`config.mk`:
```
export PLATFORM = sky130hd
export DESIGN_NAME = pipe_skid_stage
export DESIGN_NICKNAME = d
export VERILOG_FILES = /design/src/rtl/pipe_skid_stage.sv
export SDC_FILE = /design/constraint.sdc
export NUM_CORES = 1
export LEC_CHECK = 0
export ABC_AREA = 1
export CORE_MARGIN = 2
export CORE_UTILIZATION = 45
export DETAILED_ROUTE_END_ITERATION = 10
export GPL_ROUTABILITY_DRIVEN = 0
export PLACE_DENSITY = 0.73
export SYNTH_ARGS = -nofsm -noshare
export SYNTH_HDL_FRONTEND = slang
export SYNTH_SLANG_ARGS = --single-unit
```
`constraint.sdc`:
```
create_clock -name Clk -period 20.7 [get_ports Clk]
set_clock_uncertainty 0.1 [all_clocks]
set_input_delay 4.14 -clock Clk [delete_from_list [all_inputs] [get_ports Clk]]
set_output_delay 4.14 -clock Clk [all_outputs]
set_load 0.01 [all_outputs]
```
`src/rtl/pipe_skid_stage.sv`:
```
// pipe_skid_stage: valid/ready pipeline register with a 2-entry skid buffer.
// Carries PC, instruction, destination register and NUM_DATA payload words
// between two CPU stages. in_ready is driven straight from a flop.
// A flush empties the stage and zeroes both entries, which leaves a nop bubble.
// Optional feature: define PIPE_SKID_STALL_CNT_EN to build the saturating
// back-pressure counter on stall_cnt. When it is undefined, stall_cnt is 0.
module pipe_skid_stage #(
  parameter int unsigned DATA_W   = 32,
  parameter int unsigned NUM_DATA = 2,
  parameter int unsigned ADDR_W   = 5
) (
  input  logic                       Clk,
  input  logic                       Reset,
  input  logic                       flush,
  input  logic                       in_valid,
  output logic                       in_ready,
  input  logic [31:0]                in_pc,
  input  logic [31:0]                in_instr,
  input  logic [DATA_W*NUM_DATA-1:0] in_data,
  input  logic [ADDR_W-1:0]          in_regaddr,
  output logic                       out_valid,
  input  logic                       out_ready,
  output logic [31:0]                out_pc,
  output logic [31:0]                out_instr,
  output logic [DATA_W*NUM_DATA-1:0] out_data,
  output logic [ADDR_W-1:0]          out_regaddr,
  output logic [31:0]                stall_cnt
);

  typedef enum logic [1:0] {
    ST_EMPTY = 2'd0,
    ST_ONE   = 2'd1,
    ST_TWO   = 2'd2
  } state_t;

  state_t                      r_state;
  logic                        r_in_ready;
  logic                        r_out_valid;

  logic [31:0]                 r_main_pc;
  logic [31:0]                 r_main_instr;
  logic [DATA_W*NUM_DATA-1:0]  r_main_data;
  logic [ADDR_W-1:0]           r_main_regaddr;

  logic [31:0]                 r_skid_pc;
  logic [31:0]                 r_skid_instr;
  logic [DATA_W*NUM_DATA-1:0]  r_skid_data;
  logic [ADDR_W-1:0]           r_skid_regaddr;

  logic                        w_accept;
  logic                        w_pop;

  // Handshake qualifiers for this cycle
  always_comb begin
    w_accept = in_valid & r_in_ready;
    w_pop    = r_out_valid & out_ready;
  end

  // Occupancy FSM; the state, in_ready, out_valid and both entries are all registered here
  always_ff @(posedge Clk or posedge Reset) begin
    if (Reset) begin
      r_state        <= ST_EMPTY;
      r_in_ready     <= 1'b1;
      r_out_valid    <= 1'b0;
      r_main_pc      <= '0;
      r_main_instr   <= '0;
      r_main_data    <= '0;
      r_main_regaddr <= '0;
      r_skid_pc      <= '0;
      r_skid_instr   <= '0;
      r_skid_data    <= '0;
      r_skid_regaddr <= '0;
    end else if (flush) begin
      // Flush beats any accept or pop happening in the same cycle
      r_state        <= ST_EMPTY;
      r_in_ready     <= 1'b1;
      r_out_valid    <= 1'b0;
      r_main_pc      <= '0;
      r_main_instr   <= '0;
      r_main_data    <= '0;
      r_main_regaddr <= '0;
      r_skid_pc      <= '0;
      r_skid_instr   <= '0;
      r_skid_data    <= '0;
      r_skid_regaddr <= '0;
    end else begin
      case (r_state)
        ST_EMPTY: begin
          if (w_accept) begin
            r_main_pc      <= in_pc;
            r_main_instr   <= in_instr;
            r_main_data    <= in_data;
            r_main_regaddr <= in_regaddr;
            r_out_valid    <= 1'b1;
            r_state        <= ST_ONE;
          end
        end
        ST_ONE: begin
          if (w_accept && w_pop) begin
            r_main_pc      <= in_pc;
            r_main_instr   <= in_instr;
            r_main_data    <= in_data;
            r_main_regaddr <= in_regaddr;
          end else if (w_accept) begin
            // The main entry is held, so the new entry goes into the skid slot
            r_skid_pc      <= in_pc;
            r_skid_instr   <= in_instr;
            r_skid_data    <= in_data;
            r_skid_regaddr <= in_regaddr;
            r_in_ready     <= 1'b0;
            r_state        <= ST_TWO;
          end else if (w_pop) begin
            r_out_valid    <= 1'b0;
            r_state        <= ST_EMPTY;
          end
        end
        ST_TWO: begin
          if (w_pop) begin
            r_main_pc      <= r_skid_pc;
            r_main_instr   <= r_skid_instr;
            r_main_data    <= r_skid_data;
            r_main_regaddr <= r_skid_regaddr;
            r_in_ready     <= 1'b1;
            r_state        <= ST_ONE;
          end
        end
        default: begin
          r_state     <= ST_EMPTY;
          r_in_ready  <= 1'b1;
          r_out_valid <= 1'b0;
        end
      endcase
    end
  end

`ifdef PIPE_SKID_STALL_CNT_EN
  logic [31:0] r_stall_cnt;

  // Count the edges where downstream refuses a valid entry; saturates, cleared only by Reset
  always_ff @(posedge Clk or posedge Reset) begin
    if (Reset) begin
      r_stall_cnt <= '0;
    end else if (r_out_valid && !out_ready && (r_stall_cnt != '1)) begin
      r_stall_cnt <= r_stall_cnt + 32'd1;
    end
  end

  assign stall_cnt = r_stall_cnt;
`else
  assign stall_cnt = 32'h0;
`endif

  assign in_ready    = r_in_ready;
  assign out_valid   = r_out_valid;
  assign out_pc      = r_main_pc;
  assign out_instr   = r_main_instr;
  assign out_data    = r_main_data;
  assign out_regaddr = r_main_regaddr;

endmodule

```
==> run_results.csv <==
group,metric,value,unit
die,die_width,173.2,um
critical_path,worstSetupStartpointType,"input port",
timing,timing.final.crit_period,7.700,ns
placement,dp_hpwl,21.24,mm
die,floorplan.die.height,173.2,um
layout,layout-area-overhead-vs-synth,27.74,%
clocking,tritoncts,"done",
yosys,synth.cells.most_frequent,"sky130_fd_sc_hd__nand2_1 (343), sky130_fd_sc_hd__nand3_1 (326), sky130_fd_sc_hd__dfrtp_1 (269)",
critical_path,critical_path.endpoint_type,"flip-flop",
critical_path,setup.worst_path.end,"out_data[25]$_DFFE_PP0P_",
layout,finalNetCount,1934,
layout,postLayoutCellArea,16450,um^2
critical_path,critPathMostFrequentCell,"sky130_fd_sc_hd__nand2_1",
yosys,synth_ff_type,"sky130_fd_sc_hd__dfrtp_1",
route,drt_wl_total,35.80,mm
route,average_via_count_per_standard_cell,5.282,
timing,maxClockFrequency,129.9,MHz
route,detailedRoute.firstPassIterationCount,5,
critical_path,path_depth,9,
yosys,synthesis.yosys.warnings,0,
die,placeableCoreArea,28010,um^2
critical_path,timing.rr.end,"out_data[25]$_DFFE_PP0P_",
yosys,synth-edff-count,0,
clocking,cts.sink_count,270,
global_routing,vias_in_the_first_global_route,11040,
critical_path,timing.critical_path.fanout_max,196,
timing,setup_violations,0,
timing,report.final.hold_viol_count,0,
critical_path,timing.rr.start,"r_state[0]$_DFFE_PP0P_",
yosys,synth.yosys.seq_area_share,0.5248,
timing,final_min_period_over_clock_period,0.3720,
global_routing,antenna_violations_before_repair,4,
timing,maxSlewHeadroom,0.1258,
worst_hold_path,worst_hold_path_type,"reg -> reg",
layout,final_layout_size_suffix_gt1_frac,0.03693,
placement,port_buffers,272,
yosys,synthesis.area_per_instance,7.968,um^2
critical_path,cpMaxStageDelayCell,"sky130_fd_sc_hd__buf_4",
timing,rsz0062_at_grt,"false",
yosys,post_synth_main_area_contributors,"sky130_fd_sc_hd__dfrtp_1 (52%), sky130_fd_sc_hd__nand3_1 (13%), sky130_fd_sc_hd__nand2_1 (10%), sky130_fd_sc_hd__o21ai_0 (8.2%), sky130_fd_sc_hd__nor2_1 (3.5%)",
placement,placed_area,15430,um^2
critical_path,cp.arrival,8.09,ns
yosys,synth_cell_type_count,20,
route,drt_iter0_markers,1083,
clocking,cts_made_buffers,30,
job,drv.max_cap_violation_count,0,
placement,pre_cts_ws,12.46,ns
critical_path,rr_worst_depth,9,
critical_path,worst-setup-path-type,"in -> reg",
timing,final-max-slew-violation-count,0,
power,power.leakage,0.008008,uW
global_routing,grt_max_degree,197,
yosys,synth_cells,1616,
timing,final_critical_path_setup_slack,13.00,ns
global_routing,grt_first_pass_wirelength,57.95,mm
clocking,ctsLongestPathBuffers,3,
clocking,h-tree-depth,1,
die,initial_cell_density_of_the_core,0.4597,
critical_path,worst-r2r-setup-slack,16.57,ns
clocking,ctsRootBufferMaster,"sky130_fd_sc_hd__clkbuf_16",
global_routing,overflow,0,
clocking,clk_transition_reported_paths,0.06,ns
yosys,synth.largest_area_cell,"sky130_fd_sc_hd__dfrtp_1",
power,max-vdd-ir-drop,93.81,uV
critical_path,crit_start,"flush",
yosys,flip_flop_and_latch_count_after_synthesis,270,
yosys,ys_async_sr_fraction,1.000,
critical_path,crit_family,"buffers and inverters",
yosys,total_standard_cell_area_after_synthesis,12880,um^2
yosys,synth.most_common_cell,"sky130_fd_sc_hd__nand2_1",
timing,totalNegativeSetupSlack,0,ns
yosys,synth_top_cell_area_share,0.5228,
die,fp.dieArea,29980,um^2
clocking,holdBufCountCts,0,
clocking,insertion_delay_to_the_later_sink_of_the_worst_skew_pair,0.55,ns
die,io_pins,305,
critical_path,timing.critical_path.slowest_cell_delay,0.99,ns
clocking,ctsResizeCount,0,
timing,tightest_slew,1.311,ns
power,power_density,132.0,nW/um^2
global_routing,grt_use_total,0.2318,
critical_path,timing.critical_path.required,21.09,ns
critical_path,critPathBufInv,3,
clocking,postCtsSetupBuffers,0,
route,via_count,11590,
die,rows,61,
timing,fin_worst_hold_slack,0.3667,ns
route,wl_per_cell,16.31,um
status,status,"complete, no violations",
route,drcViolationCount,0,
route,detail-route-antenna-nets,0,
critical_path,crit_chain,"clkdlybuf4s50_1 -> inv_8 -> nand2_1 -> nand2_1 -> nand2_4 -> nand2_4 -> buf_4 -> nand2_1 -> nand2_1",
logic make-up (layout without fill, tap and decap cells):
group | after synthesis | in the layout | synth area share
AOI/OAI and AO/OA | 292 | 292 | 0.1135
adders and majority gates | 4 | 4 | 0.003887
buffers and inverters | 257 | 424 | 0.09387
DFF | 270 | 270 | 0.5248
other | 1 | 34 | 0.0002912
and+or+nand+nor | 792 | 792 | 0.2636
metrics by stage:
step	cells	utilization	power, uW
after floorplan	1647	-	1232
after global placement	2138	0.5508	1622
after detailed placement	2138	0.5508	1636
after CTS	2192	0.5870	2185
after global routing	2192	0.5870	2296
final	2194	0.5872	2171
power by group:
part	internal (uW)	total (uW)	switching [uW]
Sequential	702	802	100
Clock	328	545	217
Combinational	360	823	464
Total	1390	2170	780
tightest hold or removal path, cell delays in order, from the launching register on:
cell and delay [ns]:
sky130_fd_sc_hd__dfrtp_1 0.34, sky130_fd_sc_hd__nand2_1 0.05, sky130_fd_sc_hd__nand2_1 0.04
sequential cells by signal, indices dropped and copies added, names as in the netlist:
register and cells:
in_ready 1, out_data 64, out_instr 32, out_pc 32, out_regaddr 5, out_valid 1, r_skid_data 64, r_skid_instr 32
r_skid_pc 32, r_skid_regaddr 5, r_state 2
final cells by class:
class | instances | area (um^2)
clock inverters | 11 | 145.1
diodes | 2 | 5.005
repair buffers | 281 | 2790
well taps | 378 | 473.0
clock buffers | 43 | 869.6
multi-input cells | 1120 | 5056
flip-flops and latches | 270 | 6758
fillers | 2471 | 11560
inverters | 89 | 351.6
layout by cell type (no fill, tap or decap):
| master | n |
|---|---|
| sky130_fd_sc_hd__inv_1 | 85 |
| sky130_fd_sc_hd__inv_8 | 2 |
| sky130_fd_sc_hd__nand3b_1 | 1 |
| sky130_fd_sc_hd__ha_1 | 3 |
| sky130_fd_sc_hd__o21ai_0 | 212 |
| sky130_fd_sc_hd__bufinv_16 | 3 |
| sky130_fd_sc_hd__clkbuf_1 | 6 |
| sky130_fd_sc_hd__nand3_1 | 325 |
| sky130_fd_sc_hd__conb_1 | 32 |
| sky130_fd_sc_hd__nand2_1 | 342 |
| sky130_fd_sc_hd__buf_4 | 9 |
| sky130_fd_sc_hd__a21oi_1 | 79 |
| sky130_fd_sc_hd__inv_4 | 1 |
| sky130_fd_sc_hd__clkinv_2 | 6 |
| sky130_fd_sc_hd__dfstp_2 | 1 |
| sky130_fd_sc_hd__nand2_4 | 3 |
| sky130_fd_sc_hd__nand3_2 | 1 |
| sky130_fd_sc_hd__ha_4 | 1 |
| sky130_fd_sc_hd__diode_2 | 2 |
| sky130_fd_sc_hd__clkdlybuf4s50_1 | 272 |
| sky130_fd_sc_hd__o21ai_1 | 1 |
| sky130_fd_sc_hd__clkbuf_16 | 30 |
| sky130_fd_sc_hd__inv_2 | 1 |
| sky130_fd_sc_hd__clkinv_8 | 1 |
| sky130_fd_sc_hd__dfrtp_1 | 269 |
| sky130_fd_sc_hd__nor2_1 | 120 |
| sky130_fd_sc_hd__clkbuf_8 | 7 |
| sky130_fd_sc_hd__inv_6 | 1 |
per-layer routing:
layer / global-route usage / vias to the layer above / share of wire
met3: 0.04837 / 60 / 0.075
met4: 0.06038 / 2 / 0.024
met5: 0 / - / 0.00031
met1: 0.3211 / 5513 / 0.44
li1: - / 5588 / -
met2: 0.3723 / 426 / 0.46
worst min-delay path by stage:
stage	end	cells after the start	start
2_1_floorplan	in_ready$_DFFE_PP1P_	2	in_ready$_DFFE_PP1P_
3_3_place_gp	out_regaddr[0]$_DFFE_PP0P_	2	out_regaddr[0]$_DFFE_PP0P_
3_5_place_dp	out_data[56]$_DFFE_PP0P_	2	out_data[56]$_DFFE_PP0P_
4_1_cts	out_regaddr[2]$_DFFE_PP0P_	2	out_regaddr[2]$_DFFE_PP0P_
5_1_grt	out_pc[18]$_DFFE_PP0P_	2	out_pc[18]$_DFFE_PP0P_
6_report	out_data[19]$_DFFE_PP0P_	2	out_data[19]$_DFFE_PP0P_
(Power assumes the default switching activity.)
